## src/rtl/matmul_arb.sv

```systemverilog
// matmul_arb: shares one matmul unit (clarke / inv-clarke / park / inv-park,
// op 0..3) among N_REQ requesters. Round-robin arbitration, one operation
// outstanding at a time, watchdog abort when the unit never answers.
//
// Ports
//   clk, rstb                  clock, synchronous active-low reset
//   req_valid/op/a/b           per-requester request, packed by requester index
//   req_ready                  one-cycle accept pulse, one-hot
//   rsp_valid                  one-cycle result pulse to the granted requester
//   rsp_a, rsp_b, rsp_err      shared result bus; rsp_err flags a watchdog abort
//   mm_start/op/a/b            command to the matmul unit (operands held)
//   mm_a_out, mm_b_out, mm_done  result from the matmul unit
//   busy                       high while an operation is in WAIT or RESP
//
// state | meaning
// ------+-----------------------------------------------------------------
// IDLE  | scanning requests from rr_ptr, issue to matmul on a winner
// WAIT  | operation in flight, watchdog running, waiting for mm_done
// RESP  | result (or abort) latched, pulse rsp_valid to the granted requester

module matmul_arb #(
    parameter int D_WIDTH = 16,
    parameter int N_REQ   = 2,
    parameter int TIMEOUT = 64
) (
    input  logic                       clk,
    input  logic                       rstb,
    input  logic [N_REQ-1:0]           req_valid,
    input  logic [2*N_REQ-1:0]         req_op,
    input  logic [D_WIDTH*N_REQ-1:0]   req_a,
    input  logic [D_WIDTH*N_REQ-1:0]   req_b,
    output logic [N_REQ-1:0]           req_ready,
    output logic [N_REQ-1:0]           rsp_valid,
    output logic [D_WIDTH-1:0]         rsp_a,
    output logic [D_WIDTH-1:0]         rsp_b,
    output logic                       rsp_err,
    output logic                       mm_start,
    output logic [1:0]                 mm_op,
    output logic [D_WIDTH-1:0]         mm_a,
    output logic [D_WIDTH-1:0]         mm_b,
    input  logic [D_WIDTH-1:0]         mm_a_out,
    input  logic [D_WIDTH-1:0]         mm_b_out,
    input  logic                       mm_done,
    output logic                       busy
);

    localparam int PTR_W = (N_REQ > 1) ? $clog2(N_REQ) : 1;
    localparam int WD_W  = (TIMEOUT > 2) ? $clog2(TIMEOUT) : 1;

    typedef enum logic [1:0] {
        IDLE = 2'd0,
        WAIT = 2'd1,
        RESP = 2'd2
    } state_t;

    state_t               state, state_nxt;
    logic [PTR_W-1:0]     rr_ptr, rr_ptr_nxt;
    logic [PTR_W-1:0]     gnt, gnt_nxt;
    logic [WD_W-1:0]      wd, wd_nxt, wd_inc;
    logic                 tmo, tmo_nxt;

    logic [N_REQ-1:0]     req_ready_nxt;
    logic [N_REQ-1:0]     rsp_valid_nxt;
    logic [D_WIDTH-1:0]   rsp_a_nxt, rsp_b_nxt;
    logic                 rsp_err_nxt;
    logic                 mm_start_nxt;
    logic [1:0]           mm_op_nxt;
    logic [D_WIDTH-1:0]   mm_a_nxt, mm_b_nxt;
    logic                 busy_nxt;

    // Round-robin winner: rotate the request vector so rr_ptr lands at bit 0,
    // take the first set bit, then map it back to an absolute index.
    logic [N_REQ-1:0]     rot;
    logic                 found;
    logic [PTR_W-1:0]     win;
    logic [PTR_W:0]       sum;
    logic [1:0]           sel_op;
    logic [D_WIDTH-1:0]   sel_a, sel_b;

    always_comb begin
        rot   = N_REQ'({req_valid, req_valid} >> rr_ptr);
        found = 1'b0;
        win   = '0;
        sum   = '0;
        for (int k = 0; k < N_REQ; k++) begin
            if (!found && rot[k]) begin
                found = 1'b1;
                sum   = {1'b0, rr_ptr} + (PTR_W+1)'(k);
                if (sum >= (PTR_W+1)'(N_REQ)) begin
                    sum = sum - (PTR_W+1)'(N_REQ);
                end
                win = sum[PTR_W-1:0];
            end
        end
    end

    always_comb begin
        sel_op = '0;
        sel_a  = '0;
        sel_b  = '0;
        for (int k = 0; k < N_REQ; k++) begin
            if (win == PTR_W'(k)) begin
                sel_op = req_op[2*k +: 2];
                sel_a  = req_a[D_WIDTH*k +: D_WIDTH];
                sel_b  = req_b[D_WIDTH*k +: D_WIDTH];
            end
        end
    end

    assign wd_inc = wd + WD_W'(1);

    always_comb begin
        state_nxt     = state;
        rr_ptr_nxt    = rr_ptr;
        gnt_nxt       = gnt;
        wd_nxt        = wd;
        tmo_nxt       = tmo;
        req_ready_nxt = '0;
        rsp_valid_nxt = '0;
        rsp_a_nxt     = rsp_a;
        rsp_b_nxt     = rsp_b;
        rsp_err_nxt   = 1'b0;
        mm_start_nxt  = 1'b0;
        mm_op_nxt     = mm_op;
        mm_a_nxt      = mm_a;
        mm_b_nxt      = mm_b;

        unique case (state)
            IDLE: begin
                if (found) begin
                    req_ready_nxt = N_REQ'(1) << win;
                    mm_start_nxt  = 1'b1;
                    mm_op_nxt     = sel_op;
                    mm_a_nxt      = sel_a;
                    mm_b_nxt      = sel_b;
                    gnt_nxt       = win;
                    wd_nxt        = '0;
                    tmo_nxt       = 1'b0;
                    state_nxt     = WAIT;
                end
            end
            WAIT: begin
                wd_nxt = wd_inc;
                // done beats the watchdog when both land on the same cycle
                if (mm_done) begin
                    rsp_a_nxt = mm_a_out;
                    rsp_b_nxt = mm_b_out;
                    tmo_nxt   = 1'b0;
                    state_nxt = RESP;
                end else if (wd_inc == WD_W'(TIMEOUT - 1)) begin
                    rsp_a_nxt = '0;
                    rsp_b_nxt = '0;
                    tmo_nxt   = 1'b1;
                    state_nxt = RESP;
                end
            end
            RESP: begin
                rsp_valid_nxt = N_REQ'(1) << gnt;
                rsp_err_nxt   = tmo;
                rr_ptr_nxt    = (gnt == PTR_W'(N_REQ - 1)) ? '0 : gnt + PTR_W'(1);
                wd_nxt        = '0;
                state_nxt     = IDLE;
            end
            default: begin
                state_nxt = IDLE;
            end
        endcase

        busy_nxt = (state_nxt == WAIT) || (state_nxt == RESP);
    end

    always_ff @(posedge clk) begin
        if (!rstb) begin
            state     <= IDLE;
            rr_ptr    <= '0;
            gnt       <= '0;
            wd        <= '0;
            tmo       <= 1'b0;
            req_ready <= '0;
            rsp_valid <= '0;
            rsp_a     <= '0;
            rsp_b     <= '0;
            rsp_err   <= 1'b0;
            mm_start  <= 1'b0;
            mm_op     <= '0;
            mm_a      <= '0;
            mm_b      <= '0;
            busy      <= 1'b0;
        end else begin
            state     <= state_nxt;
            rr_ptr    <= rr_ptr_nxt;
            gnt       <= gnt_nxt;
            wd        <= wd_nxt;
            tmo       <= tmo_nxt;
            req_ready <= req_ready_nxt;
            rsp_valid <= rsp_valid_nxt;
            rsp_a     <= rsp_a_nxt;
            rsp_b     <= rsp_b_nxt;
            rsp_err   <= rsp_err_nxt;
            mm_start  <= mm_start_nxt;
            mm_op     <= mm_op_nxt;
            mm_a      <= mm_a_nxt;
            mm_b      <= mm_b_nxt;
            busy      <= busy_nxt;
        end
    end

endmodule
```

## config.mk

```make
export PLATFORM = sky130hd
export DESIGN_NAME = matmul_arb
export DESIGN_NICKNAME = d
export VERILOG_FILES = /design/src/rtl/matmul_arb.sv
export SDC_FILE = /design/constraint.sdc
export NUM_CORES = 1
export LEC_CHECK = 0
export ABC_AREA = 1
export CAP_MARGIN = 20
export CORE_UTILIZATION = 34
export DETAILED_ROUTE_END_ITERATION = 16
export GPL_ROUTABILITY_DRIVEN = 0
export PLACE_DENSITY = 0.7
export SLEW_MARGIN = 20
export SYNTH_ARGS = -nofsm -noshare
export SYNTH_HDL_FRONTEND = slang
export SYNTH_SLANG_ARGS = --single-unit
```

## constraint.sdc

```tcl
create_clock -name clk -period 3.8 [get_ports clk]
set_input_delay 0.38 -clock clk [delete_from_list [all_inputs] [get_ports clk]]
set_output_delay 0.38 -clock clk [all_outputs]
set_load 0.05 [all_outputs]
```

Word level (Yosys, flattened, before mapping)
Cells that the tools add are included.

cells by class
  order comparisons = 2
  shifts and indexed selects = 3
  reduce and logical (&&, ||, !) cells = 14
  bitwise logic cells = 0
  $mul = 0
  equality and inequality tests = 7
  divide/modulo/power cells = 0
  mux-type cells = 24
  add/sub/neg operators = 5

operators by type and width
  operator                                                                              number
  16-bit two-way mux                                                                    5
  6-bit case mux with 3 select lines                                                    1
  1-bit two-way mux                                                                     11
  2-bit AND reduction                                                                   5
  2-bit two-way mux                                                                     4
  6-bit by 1-bit adder with 6-bit output (second input constant)                        1
  6-bit equality test (second input constant)                                           1
  6-bit two-way mux                                                                     1
  3-bit AND reduction                                                                   2
  2-bit by 1-bit equality test with 1-bit output (second input constant)                2
  2-bit equality test (second input constant)                                           2
  2-bit case mux with 2 select lines                                                    1
  2-bit nonzero test                                                                    2
  1-bit by 1-bit left shift with 2-bit output (first input constant)                    2
  4-bit by 1-bit >> shifter with 2-bit output                                           1
  3-bit inequality test (second input constant)                                         1
  3-bit nonzero test                                                                    1
  1-bit by 1-bit adder with 2-bit output (second input constant)                        1
  1-bit by 2-bit greater-or-equal comparator with 1-bit output (second input constant)  1
  2-bit greater-or-equal comparator (second input constant)                             1
  2-bit zero test                                                                       1
  2-bit inequality test (second input constant)                                         1
  1-bit case mux with 2 select lines                                                    1
  1-bit subtractor (second input constant)                                              2
  4 further kinds                                                                       4

storage, ports and cells
  register bits after elaboration = 84
  memories = 0
  output and inout port bits = 73
  logic and storage cells = 70
  input port bits = 105
  memory bits (read-only) = 0
  bits in latches = 0
  bits in writable memories = 0

Longest topological paths before layout
  depth after elaboration = 9
  mapped depth = 10
  depth with buffers taken out = 9

Worst setup path after synthesis
Ideal clock, no wire load.

  path type = reg2reg
  from = register wd[1]
  to = register rsp_a[0]
  data required time = 3.668 ns
  cell stages (with the launch flop) = 10
  arrival time = 1.363 ns
  period minus slack after synthesis = 1.495 ns
  setup slack = 2.305 ns
  library setup time = 0.132 ns
  path buffers = 1
  cell sequence = dfxtp_1 -> ha_1 -> nand3_1 -> xnor2_2 -> nand3_2 -> nand2_2 -> nand2_4 -> buf_6 -> nand2_1 -> a21oi_1

on the way
  word-level cells in the longest chain between the ends = 4

ends and longest elaborated chain
  item                                    RTL line  text
  start: declaration                      59        logic [WD_W-1:0] wd, wd_nxt, wd_inc;
  start signal: assignment                193       wd <= wd_nxt;
  6-bit by 1-bit adder with 6-bit output  110       assign wd_inc = wd + WD_W'(1);
  6-bit equality test                     150       end else if (wd_inc == WD_W'(TIMEOUT - 1)) begin
  2-bit nonzero test (no source line)     --
  2-bit AND reduction (no source line)    --
  end signal: assignment                  197       rsp_a <= rsp_a_nxt;
  end: declaration                        34        output logic [D_WIDTH-1:0] rsp_a,

Every way passes these cells.
A chain may end at the register's enable or synchronous reset.

Worst setup path after layout
  from = input req_valid[1]
  to = register gnt

on the way
  word-level cells in the longest chain between the ends = 6
  elaborated cells between the ends (all ways) = 8
  classes of those cells = shift (1); mux (4); reduce/logical (3)

ends and longest elaborated chain
  item                                             RTL line  text
  start: declaration                               28        input logic [N_REQ-1:0] req_valid,
  4-bit by 1-bit >> shifter with 2-bit output (*)  81        rot = N_REQ'({req_valid, req_valid} >> rr_ptr);
  1-bit two-way mux                                86        if (!found && rot[k]) begin
  1-bit zero test                                  86
  1-bit logical AND                                86
  1-bit two-way mux                                86
  2-bit AND reduction (no source line)             --
  end signal: assignment                           192       gnt <= gnt_nxt;
  end: declaration                                 58        logic [PTR_W-1:0] gnt, gnt_nxt;

Mark *: on every way between the ends. The rest lies on a longest branch, timed or not.

==> Implementation_results.wiki <==
{| class="wikitable"
! Metric !! Value
|-
| Clock latency reported for the late side of the worst-skew pair || 0.35 ns
|-
| Initial DRC count || ~130
|-
| Status || complete, no violations
|-
| Post-layout minimum cycle time || 1.948 ns
|-
| Total grt overflow || 0
|-
| H-tree depth || 3
|-
| Setup violators final || 0
|-
| Number of filler cells placed in the layout || a little over 900
|-
| Sequential fraction of design power || 0.426
|-
| Antenna diode count || 0
|-
| # clock sinks || 84
|-
| DR vias || 3586
|-
| Estimated wirelength of the detail-placed design || about 7.1 mm
|-
| Cell Pwr Density || about 420 nW/um^2
|-
| Headroom to the max-slew limit || 0.5492
|-
| Most instantiated flip-flop cell in the synthesis netlist || sky130_fd_sc_hd__dfxtp_1
|-
| Final standard cell count with taps included and fillers excluded || ~760
|-
| Tot Pwr || between 2 and 2.5 mW
|-
| Resize count post-CTS || 0
|-
| Yosys warns || 0
|-
| Post-Syn Nets || approximately 570
|-
| Vert. Die Dim || a little over 100 um
|-
| First-pass GRT wire length || about 17 mm
|-
| Maximum resistive drop on vdd || 0.0002121 V
|-
| Element type at the critical path start || input pin
|-
| Post-synthesis instance area || ~3500 um^2
|-
| Top cells by area, synth || sky130_fd_sc_hd__dfxtp_1, sky130_fd_sc_hd__nand2_1, sky130_fd_sc_hd__nand3_1
|-
| Synth Area per Inst || 7.597 um^2
|-
| Top-Level Pins || around 180
|-
| Required @ worst endpoint || 4.07 ns
|-
| Number of core rows || 36
|-
| Post-synth top area cell || sky130_fd_sc_hd__dfxtp_1
|-
| Number of distinct library cells after synthesis || 29
|-
| Deepest clock path buffer count || 2
|-
| Die X-Extent || approximately 100 um
|-
| Area share of the largest cell type after synthesis || 0.4791
|-
| Crit path arrival time || around 2.2 ns
|-
| Period utilization || 0.5125
|-
| Most common cell in the netlist || sky130_fd_sc_hd__nand2_1
|-
| Category of the most critical setup path || in2reg
|-
| Number of violations of the max-capacitance limit || 0
|-
| Proportion of synthesized chip area in sequential cells || 0.4791
|-
| Area of the core || slightly below 10000 um^2
|-
| Gate count after technology mapping || approximately 460
|-
| Achievable Freq || approximately 510 MHz
|-
| First drt pass iteration count || 4
|-
| Combinational Power Share || 0.284
|-
| Tightest Pin Transition || roughly 0.68 ns
|-
| Maximum fanout encountered on the critical timing path || 70
|-
| Unrepaired setup endpoints after global routing || false
|-
| Placed cell areas || 5335 um^2
|-
| Antenna violations before repair || 0
|-
| Number of nets at the end of the flow || about 730
|-
| Post-synthesis register bit count || 84
|-
| Most common library cells after synthesis || sky130_fd_sc_hd__nand2_1, sky130_fd_sc_hd__dfxtp_1, sky130_fd_sc_hd__nand3_1, sky130_fd_sc_hd__inv_1, sky130_fd_sc_hd__a21oi_1
|-
| Post-CTS repair timing setup buffer count || 0
|-
| Total wire length || just over 10 mm
|-
| Input/output buffers || about 180
|-
| P_leak || roughly 2.3 nW
|-
| Pin count of the biggest net entering global routing || 71
|-
| Number of endpoints with negative hold slack in the final report || 0
|-
| Wire length per cell || around 13 um
|-
| Critical path endpoint category || register
|-
| Power share of the clock group || 0.291
|-
| Area growth syn-to-layout || 57.86%
|-
| CTS tree || done
|-
| Residual antenna-violating net count after detailed routing || 0
|-
| Worst hold-check path type || reg2reg
|-
| Number of enable-type register cells in the synthesized netlist || 0
|-
| P_int || roughly 1.6 mW
|-
| Vias in the first global route || around 3.4k
|-
| TritonCTS buffer count || 9
|-
| GRT Resource Usage Total || 0.1915
|-
| Layout Cell Area excl Fill || between 5000 and 6000 um^2
|-
| Number of hold-repair buffers added at the cts stage || 0
|-
| Setup Skew || around 0.011 ns
|-
| Share of cells above drive strength 1 || 0.05414
|-
| Via density per instance || ~4.7
|-
| Effective utilization at floorplan || 0.3542
|-
| Sw power || roughly 0.74 mW
|-
| Fin Setup TNS || 0 ns
|-
| CTS root buf || sky130_fd_sc_hd__clkbuf_8
|-
| Max-slew violation total from the final report || 0
|-
| Final routed DRC violation total || 0
|-
| Switching portion of total power || 0.3196
|-
| Share of synthesized flip-flops with an asynchronous set or reset || 0
|-
| Area of the die || roughly 11000 um^2
|-
| Clock transition at the register clock pins on the worst setup and hold paths after CTS || roughly 0.080 ns
|-
| Placed Cells || roughly 750
|}
cell families (layout without fill, tap and decap cells):
logic type | Yosys count | count (layout) | share of synthesized area
buf+inv | 84 | 250 | 0.1034
xor+xnor | 1 | 1 | 0.004636
fa+ha+maj | 2 | 2 | 0.007129
flops | 84 | 84 | 0.4791
simple gates | 210 | 210 | 0.2599
compound gates | 81 | 81 | 0.1458
final timing paths:
path              slack, ns  cells past startpoint      endpoint         start
setup / recovery       1.85                      9           gnt  req_valid[1]
hold / removal         0.42                      1  rsp_valid[0]           gnt
setup reg to reg       2.02                      8           gnt      state[1]
hold reg to reg        0.42                      1  rsp_valid[0]           gnt
per-stage QoR:
stage,hold slack (ns),worst slack (ns),utilization
after floorplan,0.4022,2.305,-
after global placement,0.4136,1.494,0.5384
after detailed placement,0.4178,1.480,0.5384
after CTS,0.4189,1.842,0.5591
after global routing,0.4558,1.674,0.5591
final,0.4169,1.852,0.5591
worst max-delay path: stages:
cell                              delay, ns
sky130_fd_sc_hd__clkdlybuf4s50_1       0.49
sky130_fd_sc_hd__or2_2                 0.14
sky130_fd_sc_hd__inv_1                 0.06
sky130_fd_sc_hd__nor2_4                0.06
sky130_fd_sc_hd__buf_4                 0.53
sky130_fd_sc_hd__inv_1                 0.16
sky130_fd_sc_hd__nor2_1                0.18
sky130_fd_sc_hd__inv_1                 0.10
sky130_fd_sc_hd__o22ai_1               0.10
cell type report:
cell class | count | area, um^2 | area share
clock inverter | 5 | 77.57 | 0.01400
timing repair buffer | 183 | 1817 | 0.3279
clock buffer | 10 | 127.6 | 0.02304
inverter | 52 | 195.2 | 0.03523
sequential | 84 | 1682 | 0.3035
multi-input combinational | 294 | 1475 | 0.2663
tap | 133 | 166.4 | 0.03004
layer usage:
metal,global-route usage,share of wire,vias to the layer above
met1,0.2356,0.44,1639
met2,0.3250,0.50,99
met5,0,0,-
met4,0.07143,0.021,0
li1,-,-,1833
met3,0.04342,0.044,15
cell usage in the layout, fill, tap and decap left out:
master                            Yosys  layout
sky130_fd_sc_hd__o21ai_0              1       1
sky130_fd_sc_hd__nor2_4               0       1
sky130_fd_sc_hd__nand3_1             72      72
sky130_fd_sc_hd__clkinv_1             1       1
sky130_fd_sc_hd__nor3_1               1       1
sky130_fd_sc_hd__buf_4                3       6
sky130_fd_sc_hd__bufinv_16            0       2
sky130_fd_sc_hd__o21ai_2              1       1
sky130_fd_sc_hd__clkbuf_8             0       9
sky130_fd_sc_hd__a21oi_2              1       1
sky130_fd_sc_hd__nor2_2               0       1
sky130_fd_sc_hd__xnor2_2              1       1
sky130_fd_sc_hd__or2_1                1       1
sky130_fd_sc_hd__a21oi_1             40      40
sky130_fd_sc_hd__clkinvlp_4           0       1
sky130_fd_sc_hd__nand2_4              1       1
sky130_fd_sc_hd__o22ai_1              1       1
sky130_fd_sc_hd__o21bai_2             1       1
sky130_fd_sc_hd__clkbuf_1            14       1
sky130_fd_sc_hd__nand2_1            116     116
sky130_fd_sc_hd__o211ai_1            35      35
sky130_fd_sc_hd__ha_1                 2       2
sky130_fd_sc_hd__nor2_1              13      11
sky130_fd_sc_hd__inv_2                1       1
sky130_fd_sc_hd__nand3_2              2       2
sky130_fd_sc_hd__clkdlybuf4s50_1      0     177
sky130_fd_sc_hd__or2_2                2       2
sky130_fd_sc_hd__nand2_2              1       1
sky130_fd_sc_hd__clkinv_2             0       2
sky130_fd_sc_hd__dfxtp_1             84      84
sky130_fd_sc_hd__inv_1               50      50
sky130_fd_sc_hd__a31o_2               1       1
sky130_fd_sc_hd__nand4_1              1       1
state kept, by name, indices dropped and copies added (netlist names):
signal     count
mm_a          16
mm_b          16
rsp_a         16
rsp_b         16
wd             6
mm_op          2
req_ready      2
rsp_valid      2
state          2
busy           1
gnt            1
mm_start       1
rr_ptr         1
rsp_err        1
tmo            1
power groups by stage:
stage                     registers (mW)  clock network [mW]  logic, mW
after global placement             0.998                   0      0.650
after global routing               0.988               0.728      0.694
final                              0.980               0.669      0.654
after floorplan                     1.21                   0      0.184
after detailed placement           0.999                   0      0.656
after CTS                          0.980               0.696      0.657
Note: power is estimated with default switching activity, not from simulation.
